$ cat src/rtl/fpu_issue_ctrl.sv
// Issue/sequencing stage in front of the Q15 fixed-point FPU.
// Accepts one request at a time, drives the FPU opcode/operands, sequences the
// multi-cycle divide around fpu_busy and returns one tagged response per request.
module fpu_issue_ctrl #(
   parameter int unsigned TAG_W       = 4,
   parameter int unsigned DIV_TIMEOUT = 256
) (
   input  logic             clk,
   input  logic             reset,
   input  logic             req_valid,
   output logic             req_ready,
   input  logic [3:0]       req_op,
   input  logic [63:0]      req_a,
   input  logic [63:0]      req_b,
   input  logic [TAG_W-1:0] req_tag,
   output logic [3:0]       fpu_op,
   output logic [63:0]      a_data,
   output logic [63:0]      b_data,
   input  logic             fpu_busy,
   input  logic [63:0]      fpu_res,
   output logic             rsp_valid,
   input  logic             rsp_ready,
   output logic [63:0]      rsp_data,
   output logic [TAG_W-1:0] rsp_tag,
   output logic [1:0]       rsp_err
);

   localparam int unsigned CNT_W  = $clog2(DIV_TIMEOUT + 1);
   localparam logic [3:0]  OP_DIV = 4'b0011;
   localparam logic [3:0]  OP_NOP = 4'b0000;

   typedef enum logic [2:0] {
      ST_IDLE,
      ST_EXEC,
      ST_RESP_ERR,
      ST_DIV_DRAIN,
      ST_DIV_LAUNCH,
      ST_DIV_WAIT
   } state_t;

   state_t             state_q, state_d;
   logic [3:0]         op_q, op_d;
   logic [63:0]        a_q, a_d;
   logic [63:0]        b_q, b_d;
   logic [TAG_W-1:0]   tag_q, tag_d;
   logic               drain_q, drain_d;
   logic [CNT_W-1:0]   cnt_q, cnt_d;
   logic               rsp_valid_q, rsp_valid_d;
   logic [63:0]        rsp_data_q, rsp_data_d;
   logic [TAG_W-1:0]   rsp_tag_q, rsp_tag_d;
   logic [1:0]         rsp_err_q, rsp_err_d;

   function automatic logic op_legal(input logic [3:0] op);
      case (op)
         4'b0000, 4'b0001, 4'b0010, 4'b0011, 4'b0100, 4'b0101, 4'b0110,
         4'b1000, 4'b1001, 4'b1010, 4'b1100, 4'b1101: op_legal = 1'b1;
         default:                                       op_legal = 1'b0;
      endcase
   endfunction

   assign req_ready = (state_q == ST_IDLE) && !rsp_valid_q;
   assign a_data    = a_q;
   assign b_data    = b_q;
   assign rsp_valid = rsp_valid_q;
   assign rsp_data  = rsp_data_q;
   assign rsp_tag   = rsp_tag_q;
   assign rsp_err   = rsp_err_q;

   // Register all state; reset aborts any operation without a response.
   always_ff @(posedge clk) begin
      if (reset) begin
         state_q     <= ST_IDLE;
         op_q        <= '0;
         a_q         <= '0;
         b_q         <= '0;
         tag_q       <= '0;
         drain_q     <= 1'b0;
         cnt_q       <= '0;
         rsp_valid_q <= 1'b0;
         rsp_data_q  <= '0;
         rsp_tag_q   <= '0;
         rsp_err_q   <= '0;
      end else begin
         state_q     <= state_d;
         op_q        <= op_d;
         a_q         <= a_d;
         b_q         <= b_d;
         tag_q       <= tag_d;
         drain_q     <= drain_d;
         cnt_q       <= cnt_d;
         rsp_valid_q <= rsp_valid_d;
         rsp_data_q  <= rsp_data_d;
         rsp_tag_q   <= rsp_tag_d;
         rsp_err_q   <= rsp_err_d;
      end
   end

   // Next-state, FPU drive and response generation.
   always_comb begin
      state_d     = state_q;
      op_d        = op_q;
      a_d         = a_q;
      b_d         = b_q;
      tag_d       = tag_q;
      drain_d     = drain_q;
      cnt_d       = cnt_q;
      rsp_valid_d = rsp_valid_q;
      rsp_data_d  = rsp_data_q;
      rsp_tag_d   = rsp_tag_q;
      rsp_err_d   = rsp_err_q;
      fpu_op      = OP_NOP;

      // The divide-completion edge sets drain below and overrides this clear,
      // since the FPU relaunches on that very edge.
      if (!fpu_busy) begin
         drain_d = 1'b0;
      end
      if (rsp_valid_q && rsp_ready) begin
         rsp_valid_d = 1'b0;
      end

      case (state_q)
         ST_IDLE: begin
            if (req_valid && req_ready) begin
               op_d  = req_op;
               a_d   = req_a;
               b_d   = req_b;
               tag_d = req_tag;
               if (!op_legal(req_op)) begin
                  state_d = ST_RESP_ERR;
               end else if (req_op == OP_DIV) begin
                  state_d = drain_q ? ST_DIV_DRAIN : ST_DIV_LAUNCH;
               end else begin
                  state_d = ST_EXEC;
               end
            end
         end
         ST_EXEC: begin
            fpu_op      = op_q;
            rsp_data_d  = fpu_res;
            rsp_err_d   = 2'd0;
            rsp_tag_d   = tag_q;
            rsp_valid_d = 1'b1;
            state_d     = ST_IDLE;
         end
         ST_RESP_ERR: begin
            rsp_data_d  = '0;
            rsp_err_d   = 2'd1;
            rsp_tag_d   = tag_q;
            rsp_valid_d = 1'b1;
            state_d     = ST_IDLE;
         end
         ST_DIV_DRAIN: begin
            if (!drain_q) begin
               state_d = ST_DIV_LAUNCH;
            end
         end
         ST_DIV_LAUNCH: begin
            fpu_op  = OP_DIV;
            cnt_d   = '0;
            state_d = ST_DIV_WAIT;
         end
         ST_DIV_WAIT: begin
            fpu_op = OP_DIV;
            if (!fpu_busy) begin
               rsp_data_d  = fpu_res;
               rsp_err_d   = 2'd0;
               rsp_tag_d   = tag_q;
               rsp_valid_d = 1'b1;
               drain_d     = 1'b1;
               state_d     = ST_IDLE;
            end else if ((cnt_q + CNT_W'(1)) == CNT_W'(DIV_TIMEOUT)) begin
               rsp_data_d  = '0;
               rsp_err_d   = 2'd2;
               rsp_tag_d   = tag_q;
               rsp_valid_d = 1'b1;
               drain_d     = 1'b1;
               state_d     = ST_IDLE;
            end else begin
               cnt_d = cnt_q + CNT_W'(1);
            end
         end
         default: begin
            state_d = ST_IDLE;
         end
      endcase
   end

endmodule
$ cat config.mk
export PLATFORM = sky130hd
export DESIGN_NAME = fpu_issue_ctrl
export DESIGN_NICKNAME = d
export VERILOG_FILES = /design/src/rtl/fpu_issue_ctrl.sv
export SDC_FILE = /design/constraint.sdc
export NUM_CORES = 1
export LEC_CHECK = 0
export CAP_MARGIN = 10
export CORE_AREA = 3 3 158 160
export DETAILED_ROUTE_END_ITERATION = 10
export DIE_AREA = 0 0 161 163
export PLACE_DENSITY = 0.8
export SYNTH_ARGS = -nofsm -noshare
export SYNTH_HDL_FRONTEND = slang
export SYNTH_SLANG_ARGS = --single-unit
export TNS_END_PERCENT = 10
$ cat constraint.sdc
create_clock -name clk -period 7.4 [get_ports clk]
set_clock_uncertainty 0.05 [all_clocks]
set_input_delay 2.22 -clock clk [delete_from_list [all_inputs] [get_ports clk]]
set_output_delay 2.22 -clock clk [all_outputs]
set_load 0.05 [all_outputs]
==> flow_summary.ini, run 1 <==
[run_status]
run_status = finished clean

[route]
post_drt_via_cell_ratio = 4.72
detailroute.wirelength.met3_mm = 2.85
top_signal_layer_used = met4
route.met2.wl_mm = 13.2
dr.first_iter.drc_count = 435
postRouteAntennaNets = 0
firstDrtPassIters = 4
avgRoutedWirePerCell_um = 15.9
wirelength_met1_mm = 10.4
route.final.wire_length_mm = 27.4
drc_errors = 0
route.vias.total = 8123

[worst_setup_path]
timing.critical_path.required_ns = 5.13
timing.setup.critical_path_class = reg2out
element_type_at_the_critical_path_start = register
critical_path.endpoint_type = output port
worst-path-max-fanout = 11
worst-r2r-cell-count = 8
worst-endpoint-arrival_ns = 2.66

[cells_and_area]
final_layout_size_suffix_gt1_share_pct = 4.22
highest_count_cells_in_the_layout_ignoring_fill_and_taps = sky130_fd_sc_hd__nand2_1, sky130_fd_sc_hd__clkdlybuf4s50_1, sky130_fd_sc_hd__dfxtp_1
area_overhead_vs_synth_pct = 61.2
finalNetCount = 1590
mostFrequentLayoutCell = sky130_fd_sc_hd__nand2_1
postLayoutCellArea_mm2 = 0.0134

[yosys]
synth_async_sr_flop_share_pct = 0
synth_cell_type_count = 50
synth_top_cell_area_share_pct = 52.9
synth.ff_latch_count = 220
netlist_top_cells_area = sky130_fd_sc_hd__dfxtp_1, sky130_fd_sc_hd__nand2_1, sky130_fd_sc_hd__a21oi_1, sky130_fd_sc_hd__mux2i_1, sky130_fd_sc_hd__clkbuf_1
count_of_warnings_emitted_by_yosys = 0
avg_cell_area_syn_um2 = 8.21
synth.cell_area_mm2 = 0.00833
synth.largest_area_cell = sky130_fd_sc_hd__dfxtp_1
synth_flop_cell = sky130_fd_sc_hd__dfxtp_1
number_of_enable_type_register_cells_in_the_synthesized_netlist = 0
synth.yosys.seq_area_share_pct = 52.9
syn_nets = 1221
syn-instance-count = 1014

[sta]
worst_path_setup_slack_after_routing_ns = 2.47
timing.final.crit_share_pct = 66.6
setup_violations = 0
finalHoldWorstSlack_ns = 0.402
worst_slew_margin_rel_pct = 37.4
worst_slew_pin_slew_ns = 0.939
clock_period_minus_worst_slack_ns = 4.93
slew_viol_final = 0
grt_setup_unrepaired = no
max_clock_freq_mhz = 203
timing_hold_violations_final = 0
final.setup.tns_ns = 0

[clocking]
cts_root_buffer = sky130_fd_sc_hd__clkbuf_16
post-cts-setup-buffers = 0
tritoncts_num_sinks = 220
cts_resized = 0
cts_tree = yes
cts_hold_buf = 0
worstSkewPairLatency_ns = 0.51
path_clk_slew_ns = 0.06
h-tree-depth = 1
cts_made_buffers = 25
clk_path_buf_depth = 3

[pwr]
p_comb_share_pct = 47.5
max_rail_drop_vdd_mv = 0.237
switching_share_pct = 43.2
part_of_the_power_in_the_clock_network_pct = 23.1
cell_internal_pwr_uw = 3160
power_density_mw_per_mm2 = 414
power.switching_uw = 2400
leakage_uw = 0.00498
pwr-share-seq_pct = 29.3

[die]
start_util_pct = 35.4
chipWidth_um = 161
die-height_um = 163
num_rows = 56
fp.dieArea_mm2 = 0.0262
top_level_pins = 409
coreArea_mm2 = 0.0235

[grt]
globalRoute.totalOverflow = 0
grtUsageTotal_pct = 19.6
grt_max_degree = 93
grt_antenna_before_repair = 3
grt_pass1_vias = 8021
grt_first_pass_wirelength_mm = 42.2

[placed_design]
post_dp_area_mm2 = 0.0125
port_buffer_count = 408
finalWeightedCongestion = 0.812
detailedPlacementHpwl_mm = 19.4
dp_worst_setup_slack_ns = 2.69

[flow_run]
cap_violations = 0

[hold_path]
min_delay_path_depth = 2
min_path_type = reg2reg
[Yosys cell counts, drive strengths merged, types with 2 or more instances]
library cell / number
nor4: 2
o21ai: 6
a211o: 2
a31oi: 2
nand2: 416
and2: 2
nor2: 12
a21oi: 146
nand3b: 2
o211ai: 2
nand2b: 2
mux2: 2
nand4: 2
inv: 7
dfxtp: 220
nor2b: 4
xnor2: 3
a22o: 4
ha: 2
a311oi: 3
nand3: 5
buf: 14
mux2i: 69
nor3: 7
and3: 5
clkbuf: 58
or2: 2
[sequential cells by signal (all words and copies together) (netlist names)]
register and count:
a_data 64, b_data 64, rsp_data 64, cnt_q 9, op_q 4, rsp_tag 4, tag_q 4, state_q 3
rsp_err 2, drain_q 1, rsp_valid 1
[layout make-up]
| class | count | area [um^2] |
|---|---|---|
| Fill cell | 2014 | 10100 |
| Sequential cell | 220 | 4400 |
| Timing Repair Buffer | 414 | 4130 |
| Multi-Input combinational cell | 715 | 3590 |
| Clock buffer | 37 | 761 |
| Tap cell | 319 | 399 |
| Clock inverter | 6 | 108 |
| Inverter | 7 | 26.3 |
| Antenna cell | 3 | 7.51 |
[power groups by stage]
stage               combinational (uW)  clock, uW  sequential, uW
floorplan                          949          0            2550
global placement                  2630          0            1640
detailed placement                2660          0            1650
CTS                               2660       1320            1630
global route                      2800       1370            1670
finish                            2640       1290            1630
[path summary, 6_finish.rpt]
| check | from | end | slack, ns |
|---|---|---|---|
| worst max-delay path | state_q[0]$_SDFFE_PP0P_ | fpu_op[2] | 2.47 |
| worst min-delay path | rsp_data[11]$_SDFFE_PP0P_ | rsp_data[11]$_SDFFE_PP0P_ | 0.40 |
| worst max register to register | cnt_q[0]$_SDFFE_PP0P_ | rsp_data[49]$_SDFFE_PP0P_ | 4.02 |
| worst min register to register | rsp_data[11]$_SDFFE_PP0P_ | rsp_data[11]$_SDFFE_PP0P_ | 0.40 |
[critical path, cell delays in order, from the launching register on]
cell and delay, ns:
sky130_fd_sc_hd__dfxtp_1 0.55, sky130_fd_sc_hd__inv_1 0.19, sky130_fd_sc_hd__nor2_1 0.36, sky130_fd_sc_hd__and3_1 0.22, sky130_fd_sc_hd__clkdlybuf4s50_1 0.83
[cell families (layout without fill, tap and decap cells)]
logic type / after synthesis / in the layout / synth area share (%)
AOI/OAI and AO/OA: 175 / 175 / 11.6
xor gates and xnor gates: 3 / 3 / 0.316
adders and majority gates: 2 / 2 / 0.300
buffers and inverters: 79 / 464 / 4.30
DFF: 220 / 220 / 52.9
muxes: 71 / 71 / 8.56
other: 0 / 3 / 0
and+or+nand+nor: 464 / 464 / 22.0
[layer usage]
layer  global-route usage [%]  vias to the layer above
met3                     7.45                       54
met5                        0                        -
li1                         -                     4046
met2                     34.9                      325
met1                     21.4                     3698
met4                     6.77                        0
[per-stage QoR]
stage                     utilization (%)  power (uW)  cells
final                                57.0        5560   1721
after global routing                 57.0        5840   1720
after global placement               53.3        4270   1675
after CTS                            57.0        5620   1718
after floorplan                         -        3500   1014
after detailed placement             53.3        4310   1675
(Power assumes the default switching activity.)
==> run 2: changes to the inputs <==
Clock period 7.4 ns to 4.8 ns, I/O delays scaled along.
==> flow_summary.ini, run 2 (synthesis gave the netlist of run 1 again) <==
[sta]
worst_slew_margin_rel_pct = 28.7
grt_setup_unrepaired = no
final.setup.tns_ns = 0
max_clock_freq_mhz = 242
clock_period_minus_worst_slack_ns = 4.13
slew_viol_final = 0
timing.final.crit_share_pct = 86.0
worst_slew_pin_slew_ns = 1.07
timing_hold_violations_final = 0
setup_violations = 0

[worst_setup_path]
slowest_delay_ns = 0.80
timing.setup.critical_path_class = reg2out
critical_path.endpoint_type = output port
worst-path-max-fanout = 11
element_type_at_the_critical_path_start = register
timing.critical_path.required_ns = 3.31
timing.critical_path.cells = inv_1 -> nor2_1 -> and3_1 -> clkdlybuf4s50_1
worst-endpoint-arrival_ns = 2.64
critical_path.slowest_cell = sky130_fd_sc_hd__clkdlybuf4s50_1

[grt]
grt_max_degree = 101
grt_antenna_before_repair = 4
grt_pass1_vias = 8015
grtUsageTotal_pct = 19.8
grt_first_pass_wirelength_mm = 42.7
globalRoute.totalOverflow = 0

[clocking]
path_clk_slew_ns = 0.07
h-tree-depth = 1
cts_tree = yes
cts_resized = 0
cts_root_buffer = sky130_fd_sc_hd__clkbuf_16
cts_hold_buf = 0
worstSkewPairLatency_ns = 0.50
cts_made_buffers = 24
tritoncts_num_sinks = 220
clk_path_buf_depth = 3
post-cts-setup-buffers = 0

[die]
top_level_pins = 409
fp.dieArea_mm2 = 0.0262
num_rows = 56
die-height_um = 163
chipWidth_um = 161
coreArea_mm2 = 0.0235
start_util_pct = 35.4

[cells_and_area]
highest_count_cells_in_the_layout_ignoring_fill_and_taps = sky130_fd_sc_hd__nand2_1, sky130_fd_sc_hd__clkdlybuf4s50_1, sky130_fd_sc_hd__dfxtp_1
mostFrequentLayoutCell = sky130_fd_sc_hd__nand2_1
area_overhead_vs_synth_pct = 61.6
final_layout_size_suffix_gt1_share_pct = 4.28
finalNetCount = 1592
fin_util_pct = 57.2

[placed_design]
detailedPlacementHpwl_mm = 20.0
port_buffer_count = 408
finalWeightedCongestion = 0.800

[pwr]
leakage_uw = 0.00499
power_density_mw_per_mm2 = 638
max_rail_drop_vdd_mv = 0.379

[route]
firstDrtPassIters = 5
route.final.wire_length_mm = 27.9
postRouteAntennaNets = 0
drc_errors = 0
post_drt_via_cell_ratio = 4.79
avgRoutedWirePerCell_um = 16.2
dr.first_iter.drc_count = 504
route.vias.total = 8266

[hold_path]
min_path_type = reg2reg

[run_status]
run_status = finished clean

[flow_run]
cap_violations = 0
-- run 2: path summary, 6_finish.rpt --
| path | startpoint | to | slack, ns | cells after the start |
|---|---|---|---|---|
| max | state_q[0]$_SDFFE_PP0P_ | fpu_op[2] | 0.67 | 4 |
| min reg2reg | b_data[3]$_SDFFE_PP0P_ | b_data[3]$_SDFFE_PP0P_ | 0.40 | 2 |
| max reg2reg | cnt_q[0]$_SDFFE_PP0P_ | rsp_data[6]$_SDFFE_PP0P_ | 1.80 | 8 |
| min | b_data[3]$_SDFFE_PP0P_ | b_data[3]$_SDFFE_PP0P_ | 0.40 | 2 |
-- run 2: critical path: cells and delay by family, from the launching register on --
kind / cells / cell delay, ns
simple gates: 2 / 0.61
buf+inv: 2 / 0.99
flops: 1 / 0.53
-- run 2: area by class of cell --
type / instances / area (um^2)
antenna: 4 / 10.0
clock buffer: 35 / 703
clock inverter: 9 / 129
fill: 2059 / 10100
inverter: 7 / 26.3
multi-input combinational: 715 / 3590
sequential: 220 / 4400
tap: 319 / 399
timing repair buffer: 417 / 4200
-- run 2: routing by layer --
layer	global-route usage, %	wire length (um)	vias up	share of wire [%]
li1	-	-	4067	-
met1	22.8	10900	3811	39
met2	34.2	13600	339	49
met3	7.15	2610	49	9.4
met4	6.77	803	0	2.9
met5	0	0	-	0
-- run 2: report_power, final --
group / switching, uW / total [uW] / internal (uW)
registers: 241 / 2510 / 2270
logic: 2750 / 4150 / 1400
clock network: 745 / 1920 / 1180
-- run 2: per-stage QoR --
stage | worst slack (ns) | cell area, um^2 | hold WS, ns | total power [uW] | cells
after floorplan | 1.21 | 8330 | 0.382 | 5390 | 1014
after global placement | 1.29 | 12600 | 0.391 | 6650 | 1678
after detailed placement | 1.22 | 12600 | 0.396 | 6720 | 1678
after CTS | 0.708 | 13500 | 0.404 | 8670 | 1722
after global routing | 0.578 | 13500 | 0.416 | 9000 | 1726
final | 0.674 | 13500 | 0.401 | 8590 | 1726
==> run 3: changes to the inputs <==
Settings changed: SLEW_MARGIN set to 20.
==> results of run 3 <==
Final layout, timing and power as in run 2 (identical DEF).
